## src/rtl/boot_pkg.sv

```systemverilog
// boot_pkg: shared definitions for the boot loader controller.
//   cmd_e    - host header command encodings (header bits [15:14])
//   state_e  - controller sequencing states
//   CMD_*/CLR_BIT/BASE_* - header field bit positions
package boot_pkg;

    typedef enum logic [1:0] {
        CMD_LOAD_I = 2'b00,
        CMD_LOAD_D = 2'b01,
        CMD_RUN    = 2'b10,
        CMD_HALT   = 2'b11
    } cmd_e;

    typedef enum logic [1:0] {
        ST_IDLE,
        ST_LEN,
        ST_LOAD,
        ST_RUN
    } state_e;

    localparam int unsigned CMD_HI  = 15;
    localparam int unsigned CMD_LO  = 14;
    localparam int unsigned CLR_BIT = 13;
    localparam int unsigned BASE_HI = 8;
    localparam int unsigned BASE_LO = 0;

endpackage

```

## src/rtl/load_addr_gen.sv

```systemverilog
// load_addr_gen: burst address counter plus remaining-word counter.
//   clk, rst   - clock, synchronous active-high reset
//   base_ld    - load base into the address counter, clear wrap flag
//   base       - burst start address
//   max_addr   - highest address of the target memory; wraps to 0 after it
//   cnt_ld     - load remaining count with cnt_m1 + 1
//   cnt_m1     - burst length minus one
//   step       - one word consumed: advance address, decrement remaining
//   addr       - address for the current word
//   wrapped    - current address was reached by wrapping past max_addr
//   last       - current word is the final word of the burst
module load_addr_gen #(
    parameter int unsigned AW = 9
) (
    input  logic          clk,
    input  logic          rst,
    input  logic          base_ld,
    input  logic [AW-1:0] base,
    input  logic [AW-1:0] max_addr,
    input  logic          cnt_ld,
    input  logic [AW-1:0] cnt_m1,
    input  logic          step,
    output logic [AW-1:0] addr,
    output logic          wrapped,
    output logic          last
);

    logic [AW-1:0] addr_q, addr_d;
    logic          wrap_q, wrap_d;
    logic [AW:0]   rem_q,  rem_d;

    always_comb begin
        addr_d = addr_q;
        wrap_d = wrap_q;
        rem_d  = rem_q;
        if (base_ld) begin
            addr_d = base;
            wrap_d = 1'b0;
        end
        if (cnt_ld) begin
            rem_d = {1'b0, cnt_m1} + (AW+1)'(1);
        end
        if (step) begin
            if (addr_q == max_addr) begin
                addr_d = '0;
                wrap_d = 1'b1;
            end else begin
                addr_d = addr_q + AW'(1);
            end
            rem_d = rem_q - (AW+1)'(1);
        end
    end

    always_ff @(posedge clk) begin
        if (rst) begin
            addr_q <= '0;
            wrap_q <= 1'b0;
            rem_q  <= '0;
        end else begin
            addr_q <= addr_d;
            wrap_q <= wrap_d;
            rem_q  <= rem_d;
        end
    end

    assign addr    = addr_q;
    assign wrapped = wrap_q;
    assign last    = (rem_q == (AW+1)'(1));

endmodule

```

## src/rtl/boot_load_ctrl.sv

```systemverilog
// boot_load_ctrl: host-facing sequencer that loads instruction/data memory
// over a 16-bit valid/ready link while the core is held in reset, then runs
// the core until a HALT header or the watchdog stops it.
//   clk, rst                 - clock, synchronous active-high reset
//   s_valid/s_ready/s_data   - host word link
//   imem_we/addr/wdata       - instruction memory write port (registered)
//   core_dmem_we/addr/wdata  - core data write port, forwarded only in RUN
//   dmem_we/addr/wdata       - data memory write port
//   core_rst_n, running      - high while in RUN
//   err, timeout             - sticky error flags
//   cycle_cnt                - saturating count of RUN cycles
module boot_load_ctrl
    import boot_pkg::*;
#(
    parameter int unsigned IMEM_AW = 8,
    parameter int unsigned DMEM_AW = 9,
    parameter int unsigned DW      = 16,
    parameter int unsigned CNT_W   = 24,
    parameter int unsigned MAX_RUN = 0
) (
    input  logic               clk,
    input  logic               rst,
    input  logic               s_valid,
    output logic               s_ready,
    input  logic [DW-1:0]      s_data,
    output logic               imem_we,
    output logic [IMEM_AW-1:0] imem_addr,
    output logic [DW-1:0]      imem_wdata,
    input  logic               core_dmem_we,
    input  logic [DMEM_AW-1:0] core_dmem_addr,
    input  logic [DW-1:0]      core_dmem_wdata,
    output logic               dmem_we,
    output logic [DMEM_AW-1:0] dmem_addr,
    output logic [DW-1:0]      dmem_wdata,
    output logic               core_rst_n,
    output logic               running,
    output logic               err,
    output logic               timeout,
    output logic [CNT_W-1:0]   cycle_cnt
);

    localparam logic [DMEM_AW-1:0] IMEM_MAX = DMEM_AW'((1 << IMEM_AW) - 1);
    localparam logic [DMEM_AW-1:0] DMEM_MAX = '1;
    localparam bit                 WD_EN    = (MAX_RUN != 0);
    localparam logic [CNT_W-1:0]   WD_LAST  = CNT_W'(MAX_RUN - 1);

    state_e               state_q, state_d;
    logic                 tgt_dmem_q, tgt_dmem_d;
    logic                 err_q, err_d;
    logic                 timeout_q, timeout_d;
    logic [CNT_W-1:0]     cnt_q, cnt_d;
    logic                 imem_we_q, imem_we_d;
    logic [IMEM_AW-1:0]   imem_addr_q, imem_addr_d;
    logic [DW-1:0]        imem_wdata_q, imem_wdata_d;
    logic                 ld_we_q, ld_we_d;
    logic [DMEM_AW-1:0]   ld_addr_q, ld_addr_d;
    logic [DW-1:0]        ld_wdata_q, ld_wdata_d;

    logic                 xfer;
    cmd_e                 cmd;
    logic [DMEM_AW-1:0]   field;
    logic [DMEM_AW-1:0]   base_in;
    logic                 base_ld, cnt_ld, step;
    logic [DMEM_AW-1:0]   ag_addr;
    logic                 ag_wrapped, ag_last;

    assign s_ready = !rst;
    assign xfer    = s_valid && s_ready;
    assign cmd     = cmd_e'(s_data[CMD_HI:CMD_LO]);
    assign field   = DMEM_AW'(s_data[BASE_HI:BASE_LO]);
    // Single counter serves both memories: imem bases are masked here and
    // the wrap point is selected by target below.
    assign base_in = field & ((cmd == CMD_LOAD_D) ? DMEM_MAX : IMEM_MAX);

    load_addr_gen #(
        .AW (DMEM_AW)
    ) u_addr_gen (
        .clk      (clk),
        .rst      (rst),
        .base_ld  (base_ld),
        .base     (base_in),
        .max_addr (tgt_dmem_q ? DMEM_MAX : IMEM_MAX),
        .cnt_ld   (cnt_ld),
        .cnt_m1   (field),
        .step     (step),
        .addr     (ag_addr),
        .wrapped  (ag_wrapped),
        .last     (ag_last)
    );

    always_comb begin
        state_d      = state_q;
        tgt_dmem_d   = tgt_dmem_q;
        err_d        = err_q;
        timeout_d    = timeout_q;
        cnt_d        = cnt_q;
        imem_we_d    = 1'b0;
        imem_addr_d  = imem_addr_q;
        imem_wdata_d = imem_wdata_q;
        ld_we_d      = 1'b0;
        ld_addr_d    = ld_addr_q;
        ld_wdata_d   = ld_wdata_q;
        base_ld      = 1'b0;
        cnt_ld       = 1'b0;
        step         = 1'b0;

        case (state_q)
            ST_IDLE: begin
                if (xfer) begin
                    case (cmd)
                        CMD_LOAD_I, CMD_LOAD_D: begin
                            tgt_dmem_d = (cmd == CMD_LOAD_D);
                            base_ld    = 1'b1;
                            state_d    = ST_LEN;
                        end
                        CMD_RUN: begin
                            cnt_d   = '0;
                            state_d = ST_RUN;
                        end
                        default: begin
                            if (s_data[CLR_BIT]) begin
                                err_d     = 1'b0;
                                timeout_d = 1'b0;
                            end
                        end
                    endcase
                end
            end
            ST_LEN: begin
                if (xfer) begin
                    cnt_ld  = 1'b1;
                    state_d = ST_LOAD;
                end
            end
            ST_LOAD: begin
                if (xfer) begin
                    step = 1'b1;
                    if (tgt_dmem_q) begin
                        ld_we_d    = 1'b1;
                        ld_addr_d  = ag_addr;
                        ld_wdata_d = s_data;
                    end else begin
                        imem_we_d    = 1'b1;
                        imem_addr_d  = ag_addr[IMEM_AW-1:0];
                        imem_wdata_d = s_data;
                    end
                    if (ag_wrapped) begin
                        err_d = 1'b1;
                    end
                    if (ag_last) begin
                        state_d = ST_IDLE;
                    end
                end
            end
            ST_RUN: begin
                if (cnt_q != '1) begin
                    cnt_d = cnt_q + CNT_W'(1);
                end
                if (xfer) begin
                    if (cmd == CMD_HALT) begin
                        state_d = ST_IDLE;
                    end else begin
                        err_d = 1'b1;
                    end
                end
                if (WD_EN && (cnt_q == WD_LAST)) begin
                    timeout_d = 1'b1;
                    state_d   = ST_IDLE;
                end
            end
            default: begin
                state_d = ST_IDLE;
            end
        endcase
    end

    always_ff @(posedge clk) begin
        if (rst) begin
            state_q      <= ST_IDLE;
            tgt_dmem_q   <= 1'b0;
            err_q        <= 1'b0;
            timeout_q    <= 1'b0;
            cnt_q        <= '0;
            imem_we_q    <= 1'b0;
            imem_addr_q  <= '0;
            imem_wdata_q <= '0;
            ld_we_q      <= 1'b0;
            ld_addr_q    <= '0;
            ld_wdata_q   <= '0;
        end else begin
            state_q      <= state_d;
            tgt_dmem_q   <= tgt_dmem_d;
            err_q        <= err_d;
            timeout_q    <= timeout_d;
            cnt_q        <= cnt_d;
            imem_we_q    <= imem_we_d;
            imem_addr_q  <= imem_addr_d;
            imem_wdata_q <= imem_wdata_d;
            ld_we_q      <= ld_we_d;
            ld_addr_q    <= ld_addr_d;
            ld_wdata_q   <= ld_wdata_d;
        end
    end

    assign running    = (state_q == ST_RUN);
    assign core_rst_n = running;
    assign err        = err_q;
    assign timeout    = timeout_q;
    assign cycle_cnt  = cnt_q;
    assign imem_we    = imem_we_q;
    assign imem_addr  = imem_addr_q;
    assign imem_wdata = imem_wdata_q;

    // Core write port bypasses the registers entirely while running.
    assign dmem_we    = running ? core_dmem_we    : ld_we_q;
    assign dmem_addr  = running ? core_dmem_addr  : ld_addr_q;
    assign dmem_wdata = running ? core_dmem_wdata : ld_wdata_q;

endmodule

```

## config.mk

```make
export PLATFORM = sky130hd
export DESIGN_NAME = boot_load_ctrl
export DESIGN_NICKNAME = d
export VERILOG_FILES = /design/src/rtl/boot_pkg.sv /design/src/rtl/load_addr_gen.sv /design/src/rtl/boot_load_ctrl.sv
export SDC_FILE = /design/constraint.sdc
export NUM_CORES = 1
export LEC_CHECK = 0
export BUFFER_PORTS_ARGS = -buffer_cell sky130_fd_sc_hd__clkbuf_2
export CAP_MARGIN = 20
export CORE_ASPECT_RATIO = 1.4
export CORE_UTILIZATION = 53
export CTS_BUF_LIST = sky130_fd_sc_hd__clkbuf_4 sky130_fd_sc_hd__clkbuf_8 sky130_fd_sc_hd__clkbuf_16
export DETAILED_ROUTE_END_ITERATION = 12
export GPL_ROUTABILITY_DRIVEN = 0
export PLACE_DENSITY = 0.8
export SETUP_SLACK_MARGIN = 0.3
export SLEW_MARGIN = 20
export SYNTH_ARGS = -nofsm -noshare
export SYNTH_HDL_FRONTEND = slang
export SYNTH_SLANG_ARGS = --single-unit
```

## constraint.sdc

```tcl
create_clock -name clk -period 2.4 [get_ports clk]
set_input_delay 0.48 -clock clk [delete_from_list [all_inputs] [get_ports clk]]
set_output_delay 0.48 -clock clk [all_outputs]
set_load 0.02 [all_outputs]
```

==> flow_summary_export.csv <==
group,metric,value,unit
place,port_buffers,123,
power_and_ir_drop,p_leak,0.00256,uW
synthesis,async_flop_share,0,%
drt,viasPerCell,5.87,
place,dp_hpwl,9.36,mm
synthesis,synth_warnings,0,
clock_network,cts_buffers,9,
timing,tightest_slew,0.657,ns
floorplanning,die_x,83.3,um
cells_and_area,syn2layout_area_growth,22.1,%
synthesis,synth_cell_types,68,
critical_path,cp_top_family,"simple AND/OR/NAND/NOR gates",
drt,drt-pass1-iter-count,5,
synthesis,ys_ff_latch,99,
timing,final.setup.tns,0,ns
power_and_ir_drop,p_seq_share,49.7,%
grt,use_met3,4.63,%
grt,use_met1,34.8,%
status,status,"finished clean",
clock_network,root_buffer,"clkbuf_16",
power_and_ir_drop,ir_drop,0.493,mV
critical_path,path_buf_inv,2,
grt,grtUsageMet2,46.9,%
drt,route.detailed.drc,0,
synthesis,yosysTopAreaCellShare,40.4,%
synthesis,synth_area_leaders,"dfxtp_1, nand2_1, a21oi_1",
grt,grt_pass1_wl,21.8,mm
timing,clock_skew,0.00645,ns
critical_path,timing.critical_path.from,"state_q[1]$_SDFFE_PP0P_",
floorplanning,die_h,116,um
synthesis,syn_nets,718,
power_and_ir_drop,cellInternalPower,2520,uW
timing,slew_viol_final,0,
synthesis,synth_ff_type,"dfxtp_1",
drt,drtIter0Drc,428,
critical_path,crit_path_top_delay_cell,"and4_1",
critical_path,r2r_start,"state_q[1]$_SDFFE_PP0P_",
clock_network,cts_tree,"done",
synthesis,synth_edf_count,0,
critical_path,end_kind,"flop",
floorplanning,num_rows,41,
grt,antenna_found_initial,0,
grt,grt_max_degree,67,
floorplanning,ioPinCount,125,
grt,overflow,0,
cells_and_area,drive_gt1_share,24.0,%
power_and_ir_drop,clock_power_share,40.3,%
floorplanning,start_util,54.4,%
power_and_ir_drop,p_per_area,570,nW/um^2
timing,finalHoldViolCount,0,
critical_path,worstPathCellList,"nand2_2 -> inv_2 -> and4_1 -> a31oi_2 -> buf_4 -> a31oi_1 -> nor2_1",
floorplanning,dieArea,9660,um^2
drt,antenna_left,0,
run,max-cap-violations,0,
synthesis,syn_area,4910,um^2
grt,grtUsageTotal,27.7,%
critical_path,critPathKind,"reg2reg",
critical_path,cp_data_required_time,2.63,ns
critical_path,crit_fanout,13,
cells_and_area,num_antenna_cells,0,
synthesis,seq_area_frac_synth,40.4,%
critical_path,critical_path.startpoint_type,"flop",
power_and_ir_drop,swShare,26.3,%
timing,rsz0062_at_grt,"yes",
power_and_ir_drop,combPwrFrac,9.9,%
timing,setup_viol,0,
drt,post_drt_wl_per_cell,15.4,um
timing,fmax,498,MHz
drt,num_vias,5223,
drt,routed_wl,13.7,mm
clock_network,htree_levels,3,
min_path,hp-start,"s_data[10]",
cells_and_area,n_fill_cell,775,
floorplanning,coreArea,9030,um^2
clock_network,clk_latency,0.34,ns
clock_network,cts.path.max_buffers,2,
synthesis,synth_cells,668,
cells_and_area,nets,828,
synthesis,yosys.area.top_type,"dfxtp_1",
timing,relSlewSlack,55.9,%
grt,top_usage_layer,"met2",
clock_network,cts.clk_slew.worst_paths,0.07,ns
min_path,min_path_type,"in2reg",
critical_path,cp.arrival,2.24,ns
timing,fin_crit_sh,83.7,%
critical_path,max_stage_delay,0.42,ns
grt,first_global_vias,4537,
synthesis,avgSynthCellArea,7.35,um^2
power_and_ir_drop,total_power,3410,uW
timing,min_period,2.01,ns
power_and_ir_drop,switchingPower,897,uW
clock_network,cts.sinks,99,
cell families (layout without fill, tap and decap cells):
family | after synthesis | after routing | synth area share, %
compound gates | 157 | 157 | 19.3
xor+xnor | 12 | 12 | 2.14
fa+ha+maj | 5 | 5 | 1.27
buf+inv | 58 | 173 | 5.15
flops | 99 | 99 | 40.4
mux | 5 | 5 | 1.04
other cells | 1 | 1 | 0.0764
simple gates | 331 | 331 | 30.6
synth_stat cells, types with 3 or more instances:
cell type  count
a211o_1        3
nand4_1        8
a22oi_1        6
ha_1           5
nand2_1      203
a311oi_1       3
nor3_1         8
o21ai_0       23
buf_2         16
xnor2_1        5
nor3b_1        6
nor4_1         4
and4_1         3
a31oi_1        9
nor2b_1        6
and3_1        11
o22ai_1        4
nor2_1        41
dfxtp_1       99
a21oi_1       82
a22o_1         3
nand3_1       17
clkbuf_1      26
inv_1          7
mux2i_1        4
nand2b_1       3
buf_4          4
xor2_1         7
per-stage QoR:
stage / instance area, um^2 / setup slack [ns] / hold WS, ns / cells / util [%]
CTS: 5900 / 0.313 / 0.371 / 886 / 65.4
detailed placement: 5590 / 0.166 / 0.446 / 867 / 61.9
global placement: 5590 / 0.197 / 0.445 / 867 / 61.9
finish: 5990 / 0.391 / 0.382 / 890 / 66.4
global route: 5990 / 0.240 / 0.391 / 890 / 66.4
floorplan: 4910 / 0.381 / 0.437 / 668 / -
placed cells by master, fill, tap and decap left out, drive strengths merged, types with 5 or more instances in the layout:
master / count
ha: 5
dfxtp: 99
a31oi: 11
xor2: 7
nand3: 18
xnor2: 5
clkbuf: 133
nor3: 10
nor3b: 6
a22oi: 6
buf: 24
nor2b: 6
and3: 11
nand4: 8
nor2: 42
a21oi: 82
o21ai: 23
nand2: 204
inv: 12
worst paths after layout:
kind	to	depth (start not counted)	slack (ns)
max reg2reg	cycle_cnt[13]$_SDFFE_PP0P_	7	0.39
min reg2reg	imem_wdata[13]$_SDFFE_PP0P_	2	0.45
min	ld_wdata_q[10]$_SDFFE_PP0P_	3	0.38
max	cycle_cnt[13]$_SDFFE_PP0P_	7	0.39
layout make-up:
cell class | count | area, um^2 | area share, %
multi-input cells | 511 | 2740 | 45.8
flip-flops and latches | 99 | 1990 | 33.2
repair buffers | 147 | 808 | 13.5
clock buffers | 10 | 233 | 3.88
well taps | 107 | 134 | 2.23
clock inverters | 6 | 48.8 | 0.814
inverters | 10 | 37.5 | 0.626
power groups by stage:
| stage | clock [uW] | sequential (uW) | combinational, uW |
|---|---|---|---|
| final | 1380 | 1700 | 340 |
| after CTS | 1390 | 1700 | 327 |
| after global placement | 0 | 1730 | 318 |
| after global routing | 1460 | 1700 | 371 |
| after detailed placement | 0 | 1730 | 324 |
| after floorplan | 0 | 1730 | 203 |
state kept, by name, summed over array words and instances, names as in the netlist:
register,count
cycle_cnt,24
err,1
imem_addr,8
imem_wdata,16
imem_we,1
ld_addr_q,9
ld_wdata_q,16
ld_we_q,1
state_q,2
tgt_dmem_q,1
u_addr_gen.addr,9
u_addr_gen.rem_q,10
u_addr_gen.wrapped,1
routing by layer:
metal / wire length, um / part of all wire, %
met1: 5450 / 40
met2: 6780 / 49
met3: 1070 / 7.8
met4: 410 / 3.0
met5: 0 / 0
worst reg2reg max path: cells and delay by family, from the launching register on:
kind | cells | cell delay (ns)
buf+inv | 2 | 0.42
compound gates | 2 | 0.52
flops | 1 | 0.41
simple gates | 3 | 0.56
what timing repair did:
action / CTS / global route
setup endpoints to repair: 37 / 44
buffers inserted: 3 / 4
pin swaps: 1 / 2
hold buffers: 0 / 0
gates resized for setup: 3 / 14
Power figures use the tool's default switching activity.
